===== config.mk =====
export PLATFORM = sky130hd
export DESIGN_NAME = fc_mac_sequencer
export DESIGN_NICKNAME = d
export VERILOG_FILES = /design/src/rtl/fc_mac_sequencer.sv
export SDC_FILE = /design/constraint.sdc
export NUM_CORES = 1
export LEC_CHECK = 0
export CAP_MARGIN = 20
export CORE_MARGIN = 2
export CORE_UTILIZATION = 45
export CTS_CLUSTER_SIZE = 20
export DETAILED_ROUTE_END_ITERATION = 8
export PLACE_DENSITY = 0.68
export SLEW_MARGIN = 20
export SYNTH_ARGS = -nofsm -noshare
export SYNTH_HDL_FRONTEND = slang
export SYNTH_SLANG_ARGS = --single-unit
export TNS_END_PERCENT = 50

===== constraint.sdc =====
create_clock -name clk -period 4.12 [get_ports clk]
set_input_delay 0.824 -clock clk [delete_from_list [all_inputs] [get_ports clk]]
set_output_delay 0.824 -clock clk [all_outputs]
set_load 0.1 [all_outputs]

===== src/rtl/fc_mac_sequencer.sv =====
// Read-address sequencer and quantizing writeback for the FC layer's 20-lane MAC.
// One start pulse issues OUT_NUM x IN_CHUNKS weight/data reads and writes OUT_NUM bytes.
module fc_mac_sequencer #(
    parameter int IN_CHUNKS = 40,
    parameter int OUT_NUM   = 500,
    parameter int WADDR_W   = 15,
    parameter int DADDR_W   = 6,
    parameter int OADDR_W   = 9,
    parameter int SHIFT     = 0,
    parameter bit RELU      = 1'b1
) (
    input  logic               clk,
    input  logic               srst,
    input  logic               start,
    output logic               busy,
    output logic               done,
    output logic [WADDR_W-1:0] sram_raddr_weight,
    output logic [DADDR_W-1:0] sram_raddr_data,
    output logic               accumulate_reset,
    input  logic signed [31:0] data_out,
    output logic               sram_write_en,
    output logic [OADDR_W-1:0] sram_waddr,
    output logic signed [7:0]  sram_wdata
);

    localparam int CW = (IN_CHUNKS > 1) ? $clog2(IN_CHUNKS) : 1;
    localparam int OW = (OUT_NUM > 1) ? $clog2(OUT_NUM) : 1;
    localparam logic [CW-1:0] C_LAST = CW'(IN_CHUNKS - 1);
    localparam logic [OW-1:0] O_LAST = OW'(OUT_NUM - 1);

    typedef enum logic [1:0] {
        S_IDLE,
        S_RUN,
        S_DRAIN,
        S_DONE
    } state_t;

    typedef struct packed {
        logic          valid;
        logic          first;
        logic          last;
        logic [OW-1:0] o;
    } tag_t;

    state_t             state;
    state_t             state_nxt;
    logic [CW-1:0]      c_cnt;
    logic [OW-1:0]      o_cnt;
    logic [1:0]         drain_cnt;
    logic               issue_last;
    tag_t               issue_tag;
    tag_t               tag_s1;
    tag_t               tag_s2;
    tag_t               tag_s3;
    logic               capture;
    logic signed [31:0] shifted;
    logic signed [7:0]  quant;

    assign issue_last = (state == S_RUN) && (c_cnt == C_LAST) && (o_cnt == O_LAST);

    // NOTE: every register here clears asynchronously on srst, so an abort mid-layer
    // leaves no stale tags that could produce a late write.
    always_ff @(posedge clk or posedge srst) begin
        if (srst) begin
            state <= S_IDLE;
        end else begin
            state <= state_nxt;
        end
    end

    // NOTE: combinational process assigns every output a default first, so no latch
    // can form on a path that leaves something unassigned.
    always_comb begin
        state_nxt = state;
        busy      = 1'b0;
        done      = 1'b0;
        case (state)
            S_IDLE: begin
                if (start) state_nxt = S_RUN;
            end
            S_RUN: begin
                busy = 1'b1;
                if (issue_last) state_nxt = S_DRAIN;
            end
            S_DRAIN: begin
                busy = 1'b1;
                if (drain_cnt == 2'd3) state_nxt = S_DONE;
            end
            S_DONE: begin
                done      = 1'b1;
                state_nxt = S_IDLE;
            end
            default: state_nxt = S_IDLE;
        endcase
    end

    // Weight address doubles as the flat issue index j; all counters park at 0 between layers.
    always_ff @(posedge clk or posedge srst) begin
        if (srst) begin
            sram_raddr_weight <= '0;
            c_cnt             <= '0;
            o_cnt             <= '0;
            drain_cnt         <= '0;
        end else begin
            if (state == S_RUN) begin
                if (issue_last) begin
                    sram_raddr_weight <= '0;
                    c_cnt             <= '0;
                    o_cnt             <= '0;
                end else begin
                    sram_raddr_weight <= sram_raddr_weight + 1'b1;
                    if (c_cnt == C_LAST) begin
                        c_cnt <= '0;
                        o_cnt <= o_cnt + 1'b1;
                    end else begin
                        c_cnt <= c_cnt + 1'b1;
                    end
                end
            end
            if (state == S_DRAIN) begin
                drain_cnt <= drain_cnt + 2'd1;
            end else begin
                drain_cnt <= '0;
            end
        end
    end

    always_comb begin
        issue_tag.valid = (state == S_RUN);
        issue_tag.first = (c_cnt == '0);
        issue_tag.last  = (c_cnt == C_LAST);
        issue_tag.o     = o_cnt;
    end

    // Data lags weights by one cycle because the MAC registers weights but not src_window.
    always_ff @(posedge clk or posedge srst) begin
        if (srst) begin
            sram_raddr_data <= '0;
            tag_s1          <= '0;
            tag_s2          <= '0;
            tag_s3          <= '0;
        end else begin
            // NOTE: non-blocking assignments let the three tag stages shift in one edge
            // without each stage seeing the value written by the stage before it.
            sram_raddr_data <= DADDR_W'(c_cnt);
            tag_s1          <= issue_tag;
            tag_s2          <= tag_s1;
            tag_s3          <= tag_s2;
        end
    end

    assign accumulate_reset = tag_s2.valid & tag_s2.first;
    assign capture          = tag_s3.valid & tag_s3.last;

    always_comb begin
        shifted = data_out >>> SHIFT;
        quant   = shifted[7:0];
        if (RELU && (shifted < 0)) begin
            quant = '0;
        end else if (shifted > 32'sd127) begin
            quant = 8'sd127;
        end else if (shifted < -32'sd128) begin
            quant = -8'sd128;
        end
    end

    // Capture lands on the same edge the next neuron's reset overwrites the MAC sum.
    always_ff @(posedge clk or posedge srst) begin
        if (srst) begin
            sram_write_en <= 1'b0;
            sram_waddr    <= '0;
            sram_wdata    <= '0;
        end else begin
            sram_write_en <= capture;
            if (capture) begin
                sram_waddr <= OADDR_W'(tag_s3.o);
                sram_wdata <= quant;
            end
        end
    end

endmodule


## Word-level counts from Yosys, hierarchy flattened

Cells that the tools add are included.

- Output and inout bits: 42
- Bits in registers: 93
- Bits of input ports: 35
- Word-level logic and storage cells: 61

- Bitwise gates (word level): 2
- Mux-type cells: 15
- Reductions and logical operators: 8
- Equal/unequal tests: 9
- Add/sub/neg operators: 4
- Magnitude comparators: 3

Operator list:

| kind | count |
|---|---|
| $gt A32 B8 Y1 const B | 1 |
| $lt A32 B1 Y1 const B | 1 |
| $lt A32 B8 Y1 const B | 1 |
| $mux W8 | 3 |
| $mux W9 | 2 |
| $add A15 B1 Y15 const B | 1 |
| $mux W15 | 1 |
| $mux W6 | 2 |
| $add A9 B1 Y9 const B | 1 |
| $eq A9 B9 Y1 const B | 1 |
| $mux W2 | 4 |
| $pmux W2 S4 | 1 |
| $add A6 B1 Y6 const B | 1 |
| $eq A2 B2 Y1 const B | 3 |
| $eq A6 B6 Y1 const B | 1 |
| $logic_not A6 Y1 | 1 |
| $ne A2 B2 Y1 const B | 3 |
| $reduce_and A3 Y1 | 1 |
| $add A2 B1 Y2 const B | 1 |
| $and A1 B1 Y1 | 2 |
| $eq A2 B1 Y1 const B | 1 |
| $logic_and A1 B1 Y1 | 2 |
| $logic_not A2 Y1 | 1 |
| $mux W1 | 2 |
| 3 further kinds | 3 |

## Logic depth before layout (Yosys ltp)

- Word-level depth: 5
- Depth in mapped cells: 9
- Mapped depth without buffers: 6

## Worst setup path before layout

Ideal clock, no wire load.

- Kind: reg-to-reg
- Start: register sram_raddr_weight[0]
- End: register sram_raddr_weight[14]
- Period minus slack after synthesis: 2.135 ns
- Required time: 3.996 ns
- Buffers on the path: 0
- Library setup time: 0.124 ns
- Path slack: 1.985 ns
- Arrival time: 2.011 ns
- Stages on the path, launching flop included: 6
- Path through: dfrtp_1 ha_1 nand3_1 nor4_1 xnor2_1 nor2_1

- Longest elaborated chain between the ends: 2

RTL lines:

| item | line | text |
|---|---|---|
| start: declaration | 17 | `output logic [WADDR_W-1:0] sram_raddr_weight,` |
| start signal: assignment | 111 | `sram_raddr_weight <= sram_raddr_weight + 1'b1;` |
| $add A15 B1 Y15 | 111 |  |
| $mux W15 | 106 | `if (issue_last) begin` |

Every way passes these cells.
A chain may end at the register's enable or synchronous reset.

## Worst setup path after layout

- Start: register state[0]
- End: output busy

- Longest elaborated chain between the ends: 3
- Elaborated cells between the ends (all ways): 4
- Classes of those cells: eq/ne (2); mux (1); reduce/logical (1)

RTL lines:

| item | line | text |
|---|---|---|
| start: declaration | 45 | `state_t state;` |
| start signal: assignment | 67 | `state <= state_nxt;` |
| $eq A2 B1 Y1 or $eq A2 B2 Y1 (tied branches) | 77 | `case (state)` |
| $reduce_or A2 Y1 (no source line) (*) | -- |  |
| $mux W1 (*) | 77 |  |
| end: declaration | 15 | `output logic busy,` |

Every way passes the cells marked *; elsewhere a longest branch is shown, timed or not.

==> qor.yml <==
critical_path:
  crit_arrival_ns: 2.26
  worst-path-buf-inv: 2
  max_stage_delay_ns: 1.13
  setup.worst_path.start_class: "register"
  crit_path_max_fanout: 4
  cpMaxStageDelayCell: "clkdlybuf4s50_1"
  cpLargestDelayFamily: "buffers and inverters"
  worst_ep_required_time_ns: 3.30
  crit_type: "register to output port"
  crit_path_end_kind: "output port"
  path_cells: "inv_1, ha_1, clkdlybuf4s50_1"
global_routing:
  grt_pass1_vias: 2327
  grt_max_degree: 39
  grt_pass1_wl_mm: 10.85
  grt_usage_pct: 15.82
  antenna_found_initial: 0
  gr-total-overflow: 0
synth:
  synth_top_area_share_pct: 64.61
  yosys.area_share.adder_pct: 3.126
  synth_area_leader_cell: "dfrtp_1"
  synthFlopType: "dfrtp_1"
  synthArstFlopShare_pct: 100.0
  synth_xor_area_share_pct: 4.377
  syn-cell-area_um2: 3602
  syn_nets: 323
  synth_warnings: 0
  synth_compound_area_share_pct: 5.766
  synthMuxAreaShare_pct: 3.925
  synthCells: 279
  synthSimpleGateAreaFrac_pct: 15.07
  postSynthAreaPerCell_um2: 12.91
  ys_ff_latch: 93
  synth_cell_types: 42
  synth_seq_area_share_pct: 64.61
  synth_area_leaders: "dfrtp_1, xnor2_1, ha_1, mux2_2, nor2_1"
  synth_edf_count: 0
  synth_top_family_by_area: "simple AND/OR/NAND/NOR gates"
floorplanning:
  io_pins: 77
  start_util_pct: 46.62
  die_w_um: 93.47
  coreArea_um2: 7727
  fp.dieArea_um2: 8737
  die_h_um: 93.47
  row_count: 32
drt:
  ant_nets: 0
  drc: 0
  drt_iter0_drc: 93
  vias: 2345
  wire_per_inst_um: 13.19
  dr.pass1.iters: 4
  via_per_inst: 5.011
  routed_wl_mm: 6.171
timing:
  fmax_mhz: 324.1
  period_share_pct: 74.88
  setup_viol: 0
  hold_violations: 0
  clock_skew_ns: 0.009796
  relSlewSlack_pct: 33.37
  grt_setup_unrepaired: "no"
  tightest_slew_ns: 0.9964
  tns_ns: 0
  layout_min_cycle_time_ns: 3.085
  finalMaxSlewViolations: 0
clock_network:
  cts_tree: "built"
  cts_buffers: 9
  post_cts_resized: 0
  clock_path_buffers: 2
  clk_pin_slew_ns: 0.09
  ctsHoldBuffers: 0
  root_buffer: "clkbuf_8"
  cts.sinks: 93
  post_cts_buffers: 0
  h-tree-depth: 3
  clk_latency_ns: 0.35
worst_hold_path:
  hold_class: "register to register"
layout:
  nNetsFinal: 405
  diodes: 0
  drive_gt1_share_pct: 10.38
  final_cells: 468
  final_cell_mix: "dfrtp_1, clkdlybuf4s50_1, nor2_1"
  layout_commonest_cell: "dfrtp_1"
  syn2layout_area_growth_pct: 29.49
pwr:
  p_per_area_nw_per_um2: 569.1
  leakage_nw: 2.069
  irDropWorstVdd_mv: 0.7305
placed_design:
  place_inst: 452
  io_buffers: 76
  post-dp-hpwl_mm: 4.407
  place_congestion: 0.7846
status:
  status: "finished clean"
job:
  cap_violations: 0
[through the flow]
stage | util, % | cell area [um^2] | total power [mW] | setup WS [ns] | hold slack (ns)
floorplan | - | 3602 | 1.883 | 0.8757 | 0.3312
global placement | 57.59 | 4451 | 2.097 | 1.440 | 0.3313
detailed placement | 57.85 | 4471 | 2.114 | 1.413 | 0.3347
CTS | 60.36 | 4664 | 2.692 | 1.005 | 0.3447
global route | 60.36 | 4664 | 2.790 | 0.9397 | 0.3550
finish | 60.36 | 4664 | 2.654 | 1.035 | 0.3453
[routing by layer]
layer	wire length, um	GRT usage (%)
met1	2939	21.78
met2	2756	23.68
met3	389	5.157
met4	84	5.515
met5	0	0
[power by group]
part / internal [mW] / total (mW) / switching [mW]
Sequential: 1.03 / 1.14 / 0.110
Clock: 0.234 / 0.566 / 0.332
Combinational: 0.260 / 0.953 / 0.693
Total: 1.52 / 2.65 / 1.13
[cell usage after synthesis (4+ instances only)]
cell type	number
a21oi_1	4
a22o_1	7
clkbuf_1	4
dfrtp_1	93
ha_1	9
inv_1	15
mux2_2	9
mux2i_1	4
nand2_1	17
nand3_1	8
nand4_1	8
nor2_1	21
nor3_1	12
nor4_1	9
o21ai_0	7
xnor2_1	14
xor2_1	4
[logic make-up after synthesis]
group,count (synthesis)
AO/OA/AOI/OAI,27
XOR/XNOR,18
adder cells (fa/ha/maj),9
buffers and inverters,23
flip-flops,93
multiplexers,13
AND/OR/NAND/NOR,96
[registers in the layout, indices dropped and copies added (netlist names)]
name	count
sram_raddr_weight	15
tag_s1	12
tag_s2	12
tag_s3	11
o_cnt	9
sram_waddr	9
sram_wdata	8
c_cnt	6
sram_raddr_data	6
drain_cnt	2
state	2
sram_write_en	1
[path summary, 6_finish.rpt]
path / from / endpoint / slack, ns / cells after the start
worst max-delay path: state[0]$_DFFE_PP0P_ / busy / 1.04 / 3
worst min-delay path: tag_s1[2]$_DFF_PP0_ / tag_s2[2]$_DFF_PP0_ / 0.35 / 0
worst max register to register: state[1]$_DFFE_PP0P_ / sram_raddr_weight[1]$_DFFE_PP0P_ / 1.78 / 6
worst min register to register: tag_s1[2]$_DFF_PP0_ / tag_s2[2]$_DFF_PP0_ / 0.35 / 0
max in group asynchronous: srst / sram_raddr_weight[1]$_DFFE_PP0P_ / 2.46 / 4
min in group asynchronous: srst / tag_s3[0]$_DFF_PP0_ / 0.86 / 2
[layout make-up]
cell class / instances / area (um^2)
Fill cell: 641 / 3063
Sequential cell: 93 / 2327
Multi-Input combinational cell: 163 / 1162
Timing Repair Buffer: 79 / 795.8
Tap cell: 102 / 127.6
Clock buffer: 9 / 123.9
Clock inverter: 7 / 70.07
Inverter: 15 / 57.56
Note: power is estimated with default switching activity, not from simulation.
